[config.mk]
export PLATFORM = sky130hd
export DESIGN_NAME = data_mem_arbiter
export DESIGN_NICKNAME = d
export VERILOG_FILES = /design/src/rtl/data_mem_arbiter.sv
export SDC_FILE = /design/constraint.sdc
export NUM_CORES = 1
export LEC_CHECK = 0
export CORE_AREA = 5 5 113 115
export CTS_CLUSTER_DIAMETER = 60
export CTS_CLUSTER_SIZE = 40
export DETAILED_ROUTE_END_ITERATION = 6
export DIE_AREA = 0 0 118 120
export MAX_ROUTING_LAYER = met4
export PLACE_DENSITY = 0.77
export SETUP_SLACK_MARGIN = 0.2
export SLEW_MARGIN = 40
export SYNTH_ARGS = -nofsm -noshare
export SYNTH_HDL_FRONTEND = slang
export SYNTH_SLANG_ARGS = --single-unit
[constraint.sdc]
create_clock -name clk -period 2.3 [get_ports clk]
set_input_delay 0.23 -clock clk [delete_from_list [all_inputs] [get_ports clk]]
set_output_delay 0.23 -clock clk [all_outputs]
set_load 0.02 [all_outputs]
[src/rtl/data_mem_arbiter.sv]
// data_mem_arbiter
// Shares one single-port data memory between two requesters. Port 0 is the
// core load/store path and port 1 is a loader or debug master. Arbitration is
// round-robin with a bounded burst, so neither port can starve the other.
// Grants are combinational. Load data is captured from the memory's
// asynchronous read port and returned one cycle after the grant.
module data_mem_arbiter #(
   parameter int MAX_BURST = 4,
   parameter int AW        = 32,
   parameter int DW        = 32
) (
   input  logic          clk,
   input  logic          reset,
   // port 0: core load/store path
   input  logic          req0,
   input  logic          we0,
   input  logic [AW-1:0] addr0,
   input  logic [DW-1:0] wdata0,
   output logic          gnt0,
   output logic          rvalid0,
   output logic [DW-1:0] rdata0,
   // port 1: loader / debug master
   input  logic          req1,
   input  logic          we1,
   input  logic [AW-1:0] addr1,
   input  logic [DW-1:0] wdata1,
   output logic          gnt1,
   output logic          rvalid1,
   output logic [DW-1:0] rdata1,
   // memory side
   output logic          mem_we,
   output logic [AW-1:0] mem_addr,
   output logic [DW-1:0] mem_wdata,
   input  logic [DW-1:0] mem_rdata
);

   localparam int BW = $clog2(MAX_BURST + 1);
   localparam logic [BW-1:0] BURST_MAX = BW'(MAX_BURST);
   localparam logic [BW-1:0] BURST_ONE = BW'(1);

   // Owner is the port that most recently won; it keeps winning contention
   // until it has used up its burst allowance.
   typedef enum logic {
      OWN_P0 = 1'b0,
      OWN_P1 = 1'b1
   } owner_e;

   owner_e        owner;
   owner_e        owner_nxt;
   owner_e        gnt_port;
   logic [BW-1:0] burst_cnt;
   logic [BW-1:0] burst_cnt_nxt;
   logic          burst_full;
   logic          any_gnt;
   logic          load0;
   logic          load1;

   assign burst_full = (burst_cnt >= BURST_MAX);
   assign any_gnt    = gnt0 | gnt1;
   assign load0      = gnt0 & ~we0;
   assign load1      = gnt1 & ~we1;

   // Grant decision: lone requester wins; under contention the owner wins
   // until its burst is exhausted. Nothing is granted while reset is high.
   always_comb begin
      // NOTE: every combinational output gets a default before any branch so
      // no path leaves it unassigned, which would otherwise infer a latch.
      gnt0 = 1'b0;
      gnt1 = 1'b0;
      if (!reset) begin
         case ({req1, req0})
            2'b01: gnt0 = 1'b1;
            2'b10: gnt1 = 1'b1;
            2'b11: begin
               if ((owner == OWN_P1) ^ burst_full) gnt1 = 1'b1;
               else                                gnt0 = 1'b1;
            end
            default: ;
         endcase
      end
   end

   // Next arbitration state: extend the owner's burst (saturating), hand
   // ownership to a newly granted port, or clear the burst on an idle cycle.
   always_comb begin
      owner_nxt     = owner;
      burst_cnt_nxt = '0;
      gnt_port      = gnt1 ? OWN_P1 : OWN_P0;
      if (any_gnt) begin
         if (gnt_port == owner) begin
            burst_cnt_nxt = burst_full ? burst_cnt : burst_cnt + BURST_ONE;
         end else begin
            owner_nxt     = gnt_port;
            burst_cnt_nxt = BURST_ONE;
         end
      end
   end

   // Arbitration state register; reset hands ownership back to port 0.
   always_ff @(posedge clk) begin
      // NOTE: clocked state uses non-blocking assignments so every register
      // samples pre-edge values regardless of statement or block order.
      if (reset) begin
         owner     <= OWN_P0;
         burst_cnt <= '0;
      end else begin
         owner     <= owner_nxt;
         burst_cnt <= burst_cnt_nxt;
      end
   end

   // Memory mux: the granted port drives the memory; port 0 is parked on the
   // bus when idle, and only a granted store can raise the write enable.
   always_comb begin
      mem_we    = (gnt0 & we0) | (gnt1 & we1);
      mem_addr  = addr0;
      mem_wdata = wdata0;
      if (gnt1) begin
         mem_addr  = addr1;
         mem_wdata = wdata1;
      end
   end

   // Read return: capture the asynchronous read of a granted load and strobe
   // the matching rvalid one cycle later; data holds between loads.
   always_ff @(posedge clk) begin
      if (reset) begin
         rvalid0 <= 1'b0;
         rvalid1 <= 1'b0;
         rdata0  <= '0;
         rdata1  <= '0;
      end else begin
         rvalid0 <= load0;
         rvalid1 <= load1;
         if (load0) rdata0 <= mem_rdata;
         if (load1) rdata1 <= mem_rdata;
      end
   end

endmodule

**Word-level counts from Yosys, hierarchy flattened**

Index checks and enable logic that the tools add are counted.

- Add/sub/neg operators: 1
- $lt $le $gt $ge: 1
- Equal/unequal tests: 5
- Muxes and demuxes: 11
- Bitwise logic cells: 11
- Reduce and logical (&&, ||, !) cells: 3

Operators with widths:

| cell | count |
|---|---|
| $mux W32 | 2 |
| $mux W1 | 7 |
| $and A1 B1 Y1 | 4 |
| $eq A2 B2 Y1 const B | 2 |
| $not A1 Y1 | 4 |
| $pmux W1 S2 | 2 |
| $add A3 B1 Y3 const B | 1 |
| $ge A3 B3 Y1 const B | 1 |
| $reduce_or A3 Y1 | 1 |
| $eq A2 B1 Y1 const B | 1 |
| $ne A2 B2 Y1 const B | 1 |
| $or A1 B1 Y1 | 2 |
| $reduce_and A2 Y1 | 1 |
| $reduce_or A2 Y1 | 1 |
| $eq A1 B1 Y1 | 1 |
| $xor A1 B1 Y1 | 1 |

- Bits in registers: 70
- Bits of input ports: 166

**Longest topological paths before layout**

Gate-level depths: netlist (run 1).

- Depth after elaboration: 9
- Depth in mapped cells: 6
- Gate-level depth less buffers: 4

**Worst setup path before layout (run 1)**

No wires, ideal clock.

- Path type: reg-to-output
- Start: reg owner
- End: out mem_addr[0]
- Arrival: 1.494 ns
- Required time: 2.070 ns
- Setup slack: 0.576 ns
- Cell stages (with the launch flop): 7
- Cell sequence: dfxtp_1 buf_4 xnor2_2 a21oi_2 buf_4 buf_6 mux2_1

- Word-level cells in the longest chain between the ends: 5

RTL lines:

| item | RTL line | text |
|---|---|---|
| from (decl) | 48 | `owner_e owner;` |
| from (signal assigned) | 107 | `owner <= owner_nxt;` |
| $xor A1 B1 Y1 | 75 | `if ((owner == OWN_P1) ^ burst_full) gnt1 = 1'b1;` |
| $mux W1 | 75 |  |
| $pmux W1 S2 | 71 | `case ({req1, req0})` |
| $mux W1 | 70 | `if (!reset) begin` |
| $mux W32 | 118 | `if (gnt1) begin` |
| to (decl) | 32 | `output logic [AW-1:0] mem_addr,` |

No other way between the ends.

**Worst setup path in the final report (run 1)**

- Start: reg owner
- End: out mem_wdata[20]

- Word-level cells in the longest chain between the ends: 5

RTL lines:

| item | RTL line | text |
|---|---|---|
| $xor A1 B1 Y1 | 75 |  |
| $mux W1 | 75 |  |
| $pmux W1 S2 | 71 |  |
| $mux W1 | 70 |  |
| $mux W32 | 118 |  |
| to (decl) | 33 | `output logic [DW-1:0] mem_wdata,` |

No other way between the ends.

==> summary.txt, run 1 <==
Worst Setup Path Type = register to output pin
Via Count = 3695
kind of cell adding the most delay to the critical path = buffers and inverters
worst path cell trace = xnor2_2, a21oi_4, buf_12, buf_8, mux2_2, clkdlybuf4s15_2
count of synthesis-stage warnings from yosys = 0
TritonCTS clock tree = done
Seq cells post-synth = 70
Final Max Slew Viols = 0
post-route antenna net violation count = 0
sequential element share of the synthesized area = 0.397
largest incremental delay on the critical path = 0.37 ns
clock transition time at the flip-flop clock pins of the worst setup and hold paths = 0.05 ns
number of hold violations in the final report = 0
post-place setup slack = -0.224 ns
post-detailed-route DRC marker count = 0
combined global-route utilization of all metal layers = 0.206
VDD IR max = 0.429 mV
Total Wirelength = 15200 microns
portion of synthesized cell area occupied by the leading cell type = 0.397
count of port buffers added during placement = 298
hold-fix buffer count after cts = 0
startpoint of the most critical hold path = rdata1[6]
element type at the critical path end = output pin
hold depth = 2
Slew @ Worst Pin = 0.359 ns
CP startpoint kind = register
Rows = 40
Core Region = 0.0117 sq mm
signed area change from the synthesized netlist to the final layout = 92.5%
setup repair after global routing missed its margin = true
Clock Tree Buf Depth = 2
Post-Synthesis Mean Instance Area = 10.2 sq um
Final Worst Setup Slack = 0.124 ns
number of levels the H-tree was split into = 3
detail-routed via count per cell = 4.61
count of buffer and inverter cells on the critical path = 3
number of nets in the synthesized netlist = 515
reg2reg setup slack = 0.66 ns
relative max-transition margin = 0.755
endpoint of the worst-slack reg-to-reg timing path = rdata1[20]
number of maximum-capacitance constraint violations = 0
initial standard-cell utilization of the core = 0.301
share of the core filled with cells = 0.579
clock root buffer = sky130_fd_sc_hd__clkbuf_16
post-route minimum period = 2.18 ns
total number of nets in the final design = 817
timing-limited maximum frequency = 0.460 GHz
die extent in y = 120 microns
ratio of total power to cell area = 527 mW/mm^2
critical path arrival = 1.95 ns
number of global-route vias before repair = 3840
number of cells on the worst reg-to-reg path = 5
Num CTS Buffers = 9
1st-iter DRT viols = 114
cell taking the most area after synthesis = sky130_fd_sc_hd__dfxtp_1
number of top-level pins = 299
Slowest cell on crit path = sky130_fd_sc_hd__mux2_2
number of antenna violations at the first check in global routing = 0
length of the first detailed-routing pass in iterations = 4
Horiz. Die Dim = 118 microns
worst min-delay path category = register to register
setup skew after layout = 0.00675 ns
largest net degree at the start of global routing = 34
Overall Power = 3580 uW
die area = 0.0142 sq mm
r2r startpoint = owner
final-report setup violation count = 0
synthesized netlist cell count = 347
antenna diode instance count = 0
Leak = 0.00318 uW
run status = finished, final reports clean
end point of the worst hold path = rdata1[6]
total grt overflow = 0
synth top area cells = sky130_fd_sc_hd__dfxtp_1 (40%), sky130_fd_sc_hd__mux2i_1 (19%), sky130_fd_sc_hd__mux2_1 (12%), sky130_fd_sc_hd__mux2_2 (8.9%), sky130_fd_sc_hd__nand2_1 (6.8%)
clock net sink count = 70
count of distinct cell types in the synthesized netlist = 27
final routed wire length divided by cell count = 19.0 microns
HPWL Detailed = 12100 microns
placer congestion estimate = 0.938
ratio of cells with drive above 1 in the final layout = 0.199
Clock Latency Late Sink = 0.32 ns
critical-path maximum fanout = 14
portion of the clock cycle consumed by the worst path in the final layout = 0.946
WP data required = 2.07 ns
first-pass GRT wire length = 22300 microns
total standard cell area after synthesis = 0.00353 sq mm
## metrics by stage
step / std cells / TNS [ns] / hold slack [ns] / cell area (sq um)
final: 801 / 0 / 0.458 / 6790
after global routing: 801 / 0 / 0.471 / 6790
after CTS: 798 / 0 / 0.458 / 6950
after detailed placement: 780 / -9.15 / 0.453 / 6650
after global placement: 780 / -10.08 / 0.445 / 6650
after floorplan: 347 / 0 / 0.322 / 3530
## layer usage
metal  wire (microns)  global-route usage  up-vias
met2             7900               0.357      168
met1             5870               0.221     1750
met4              432              0.0789        0
li1                 -                   -     1751
met5                0                   -        -
met3              986              0.0660       26
## worst max path at each step
stage	from	end	slack (ns)	cells after the start
floorplan	owner	mem_addr[0]	0.58	6
global placement	reset	mem_addr[28]	-0.25	6
detailed placement	reset	mem_addr[28]	-0.22	6
CTS	burst_cnt[2]	mem_wdata[28]	0.06	6
global route	owner	mem_wdata[8]	0.08	6
finish	owner	mem_wdata[20]	0.12	6
## what timing repair did
action                     in CTS  in global routing
buffers inserted                1                  1
resized for setup             153                 78
pin swaps                       1                  1
setup endpoints to repair      67                 61
cloned                          1                  2
## worst register-to-register path, stage by stage, from the launching register on
cell	delay, ns
sky130_fd_sc_hd__dfxtp_1	0.33
sky130_fd_sc_hd__xnor2_2	0.26
sky130_fd_sc_hd__buf_4	0.17
sky130_fd_sc_hd__a211o_2	0.28
sky130_fd_sc_hd__buf_12	0.27
sky130_fd_sc_hd__mux2i_1	0.25
## power by group
group | switching, uW | internal [uW] | leakage [uW] | total [uW]
registers | 30.4 | 1270 | 0.000572 | 1300
clock network | 472 | 820 | 0.000137 | 1290
logic | 435 | 546 | 0.00247 | 981
## Yosys cell counts
| library cell | instances |
|---|---|
| sky130_fd_sc_hd__a21oi_1 | 1 |
| sky130_fd_sc_hd__o21a_1 | 1 |
| sky130_fd_sc_hd__buf_2 | 4 |
| sky130_fd_sc_hd__a211oi_1 | 1 |
| sky130_fd_sc_hd__o221a_2 | 1 |
| sky130_fd_sc_hd__mux2i_1 | 66 |
| sky130_fd_sc_hd__xor2_1 | 1 |
| sky130_fd_sc_hd__inv_2 | 2 |
| sky130_fd_sc_hd__nand2_1 | 64 |
| sky130_fd_sc_hd__a211o_1 | 2 |
| sky130_fd_sc_hd__ha_1 | 2 |
| sky130_fd_sc_hd__nor3b_1 | 1 |
| sky130_fd_sc_hd__nor2b_1 | 1 |
| sky130_fd_sc_hd__buf_6 | 11 |
| sky130_fd_sc_hd__xnor2_2 | 1 |
| sky130_fd_sc_hd__a2111oi_0 | 1 |
| sky130_fd_sc_hd__clkbuf_1 | 7 |
| sky130_fd_sc_hd__a21oi_2 | 1 |
| sky130_fd_sc_hd__inv_1 | 37 |
| sky130_fd_sc_hd__a22o_1 | 1 |
| sky130_fd_sc_hd__nor3_1 | 1 |
| sky130_fd_sc_hd__dfxtp_1 | 70 |
| sky130_fd_sc_hd__mux2_1 | 37 |
| sky130_fd_sc_hd__nand2b_1 | 2 |
| sky130_fd_sc_hd__mux2_2 | 28 |
| sky130_fd_sc_hd__nor2_1 | 1 |
| sky130_fd_sc_hd__buf_4 | 2 |
## cell families after synthesis
kind of cell / count (synthesis) / synth area share
muxes: 131 / 0.395
and+or+nand+nor: 70 / 0.0781
DFF: 70 / 0.397
buffers and inverters: 63 / 0.0940
AOI/OAI and AO/OA: 9 / 0.0213
xor gates and xnor gates: 2 / 0.00710
adders and majority gates: 2 / 0.00710
## layout make-up
class                      instances  area [sq um]
fill                            1012          4920
tap                              147           184
multi-input combinational        214          1800
sequential                        70          1400
timing repair buffer             315          2970
clock buffer                      16           282
inverter                          39           146
## cells in the final DEF, fill, tap and decap left out
| master | n |
|---|---|
| sky130_fd_sc_hd__nor2b_1 | 1 |
| sky130_fd_sc_hd__xor2_1 | 1 |
| sky130_fd_sc_hd__mux2_2 | 29 |
| sky130_fd_sc_hd__clkdlybuf4s50_1 | 231 |
| sky130_fd_sc_hd__nor3_1 | 1 |
| sky130_fd_sc_hd__clkdlybuf4s15_2 | 8 |
| sky130_fd_sc_hd__nor3b_1 | 1 |
| sky130_fd_sc_hd__nand2_1 | 64 |
| sky130_fd_sc_hd__mux2_1 | 36 |
| sky130_fd_sc_hd__buf_8 | 1 |
| sky130_fd_sc_hd__clkbuf_2 | 28 |
| sky130_fd_sc_hd__o221a_2 | 1 |
| sky130_fd_sc_hd__clkbuf_16 | 11 |
| sky130_fd_sc_hd__a21oi_1 | 1 |
| sky130_fd_sc_hd__a2111oi_0 | 1 |
| sky130_fd_sc_hd__clkbuf_8 | 3 |
| sky130_fd_sc_hd__a211o_2 | 2 |
| sky130_fd_sc_hd__inv_1 | 36 |
| sky130_fd_sc_hd__ha_1 | 2 |
| sky130_fd_sc_hd__dlygate4sd2_1 | 2 |
| sky130_fd_sc_hd__inv_2 | 3 |
| sky130_fd_sc_hd__clkbuf_1 | 4 |
| sky130_fd_sc_hd__buf_4 | 8 |
| sky130_fd_sc_hd__dfxtp_1 | 70 |
| sky130_fd_sc_hd__mux2i_1 | 66 |
| sky130_fd_sc_hd__buf_2 | 28 |
| sky130_fd_sc_hd__a22o_1 | 1 |
| sky130_fd_sc_hd__buf_12 | 4 |
| sky130_fd_sc_hd__o21a_1 | 1 |
| sky130_fd_sc_hd__a21oi_4 | 1 |
| sky130_fd_sc_hd__clkdlybuf4s15_1 | 1 |
| sky130_fd_sc_hd__nand2b_1 | 2 |
| sky130_fd_sc_hd__buf_16 | 2 |
| sky130_fd_sc_hd__nor2_1 | 1 |
| sky130_fd_sc_hd__a211oi_1 | 1 |
| sky130_fd_sc_hd__xnor2_2 | 1 |
## state kept, by name, summed over array words and instances (netlist names)
name and count:
rvalid0 1, burst_cnt 3, rdata0 32, rdata1 32, owner 1, rvalid1 1
No activity file was read; power rests on OpenSTA's default activity.
==> run 2, diff against run 1 <==
CORE_AREA = 2 2 116 118   (was 5 5 113 115)
PLACE_DENSITY = 0.71   (was 0.77)
==> run 2 against run 1 <==
  * Non-clock buffer count grew 10
  * Clock skew shrank 0.0021 ns
  * Wire length shrank 0.26%
  * Worst setup slack gained 0.036 ns
  * Critical path type unchanged
  * Critical endpoint is now mem_wdata[8]
  * Highest routed layer unchanged
==> summary.txt, run 2 (synthesis results as in run 1) <==
run status = finished, final reports clean
combined global-route utilization of all metal layers = 0.203
1st-iter DRT viols = 97
final routed wire length divided by cell count = 18.0 microns
clock root buffer = sky130_fd_sc_hd__clkbuf_16
Core Region = 0.0130 sq mm
end point of the worst hold path = rdata0[27]
Clock Tree Buf Depth = 2
number of hold violations in the final report = 0
total grt overflow = 0
number of cells on the worst reg-to-reg path = 5
Overall Power = 3840 uW
VDD IR max = 0.429 mV
Final Max Slew Viols = 0
Clock Latency Late Sink = 0.33 ns
endpoint of the worst-slack reg-to-reg timing path = rdata1[19]
worst min-delay path category = register to register
Rows = 42
largest net degree at the start of global routing = 45
startpoint of the most critical hold path = rdata0[27]
setup repair after global routing missed its margin = true
largest registers = rdata0: 32 flops, rdata1: 32 flops, burst_cnt: 3 flops
HPWL Detailed = 11300 microns
timing-limited maximum frequency = 0.467 GHz
detail-routed via count per cell = 4.35
hold-fix buffer count after cts = 0
Total Wirelength = 15200 microns
Slew @ Worst Pin = 0.594 ns
number of top-level pins = 299
Via Count = 3675
setup skew after layout = 0.00466 ns
die area = 0.0142 sq mm
WP data required = 2.07 ns
number of levels the H-tree was split into = 3
element type at the critical path end = output pin
post-route antenna net violation count = 0
number of maximum-capacitance constraint violations = 0
CP startpoint kind = register
length of the first detailed-routing pass in iterations = 4
Final Worst Setup Slack = 0.160 ns
post-route minimum period = 2.14 ns
most common library cell in the layout ignoring fill and taps = sky130_fd_sc_hd__clkdlybuf4s50_1
portion of the clock cycle consumed by the worst path in the final layout = 0.931
signed area change from the synthesized netlist to the final layout = 103%
post-place setup slack = -0.159 ns
instance count after placement with tap cells included = 813
clock net sink count = 70
first-pass GRT wire length = 21600 microns
number of global-route vias before repair = 3763
clock transition time at the flip-flop clock pins of the worst setup and hold paths = 0.06 ns
final-report setup violation count = 0
TritonCTS clock tree = done
Worst Hold Margin = 0.456 ns
ratio of total power to cell area = 538 mW/mm^2
total number of nets in the final design = 827
critical-path maximum fanout = 9
Worst Setup Path Type = register to output pin
post-detailed-route DRC marker count = 0
hold depth = 2
placer congestion estimate = 0.816
critical path arrival = 1.91 ns
Horiz. Die Dim = 118 microns
Num CTS Buffers = 9
filler-free cell count of the finished design = 844
count of port buffers added during placement = 298
number of antenna violations at the first check in global routing = 4
die extent in y = 120 microns
leading cell types in the layout, fill and taps excluded = sky130_fd_sc_hd__clkdlybuf4s50_1 (231), sky130_fd_sc_hd__dfxtp_1 (68), sky130_fd_sc_hd__mux2i_1 (66), sky130_fd_sc_hd__nand2_1 (64), sky130_fd_sc_hd__buf_2 (39)
relative max-transition margin = 0.604
initial standard-cell utilization of the core = 0.272
Leak = 0.00335 uW
ratio of cells with drive above 1 in the final layout = 0.238
reg2reg setup slack = 0.64 ns
r2r startpoint = owner
## run 2: critical path, stage by stage (launching register included)
cell and delay, ns:
sky130_fd_sc_hd__dfxtp_4 0.36, sky130_fd_sc_hd__xnor2_4 0.15, sky130_fd_sc_hd__a21oi_4 0.24, sky130_fd_sc_hd__buf_6 0.17
sky130_fd_sc_hd__clkbuf_16 0.16, sky130_fd_sc_hd__mux2_2 0.33, sky130_fd_sc_hd__buf_2 0.16
## run 2: layout make-up
| type | count | area (sq um) |
|---|---|---|
| Fill cell | 1169 | 5840 |
| Tap cell | 176 | 220 |
| Clock inverter | 7 | 96.3 |
| Sequential cell | 70 | 1410 |
| Inverter | 39 | 146 |
| Timing Repair Buffer | 325 | 3130 |
| Multi-Input combinational cell | 214 | 1900 |
| Clock buffer | 9 | 225 |
| Antenna cell | 4 | 10.0 |
## run 2: per-stage QoR
step                instance area (sq um)  setup TNS, ns   util
global route                         7140              0  0.550
global placement                     6690          -7.59  0.515
floorplan                            3530              0      -
finish                               7140              0  0.550
CTS                                  6720              0  0.518
detailed placement                   6690          -8.44  0.515
## run 2: metal layers
| metal | wire length [microns] | GRT usage |
|---|---|---|
| met3 | 1150 | 0.0689 |
| met4 | 419 | 0.0889 |
| met2 | 7520 | 0.332 |
| met5 | 0 | - |
| met1 | 6060 | 0.226 |
## run 2: worst max-delay path by stage
| stage | start | end | slack [ns] | cells past startpoint |
|---|---|---|---|---|
| floorplan | owner | mem_addr[0] | 0.58 | 6 |
| global placement | req1 | mem_wdata[13] | -0.14 | 6 |
| detailed placement | reset | mem_wdata[22] | -0.16 | 6 |
| CTS | burst_cnt[2] | mem_wdata[27] | 0.06 | 5 |
| global route | owner | mem_wdata[8] | 0.11 | 6 |
| finish | owner | mem_wdata[8] | 0.16 | 6 |
## run 2: report_power, final
part | internal, uW | switching, uW | leakage, uW
registers | 1270 | 31.4 | 0.000573
logic | 606 | 451 | 0.00263
clock network | 950 | 534 | 0.000148
total | 2830 | 1020 | 0.00335
## run 2: timing repair
item                       CTS  global route
buffers inserted             2             2
pin swaps                    0             2
gates cloned                 0             7
setup endpoints to repair   67            59
resized for setup          262            80
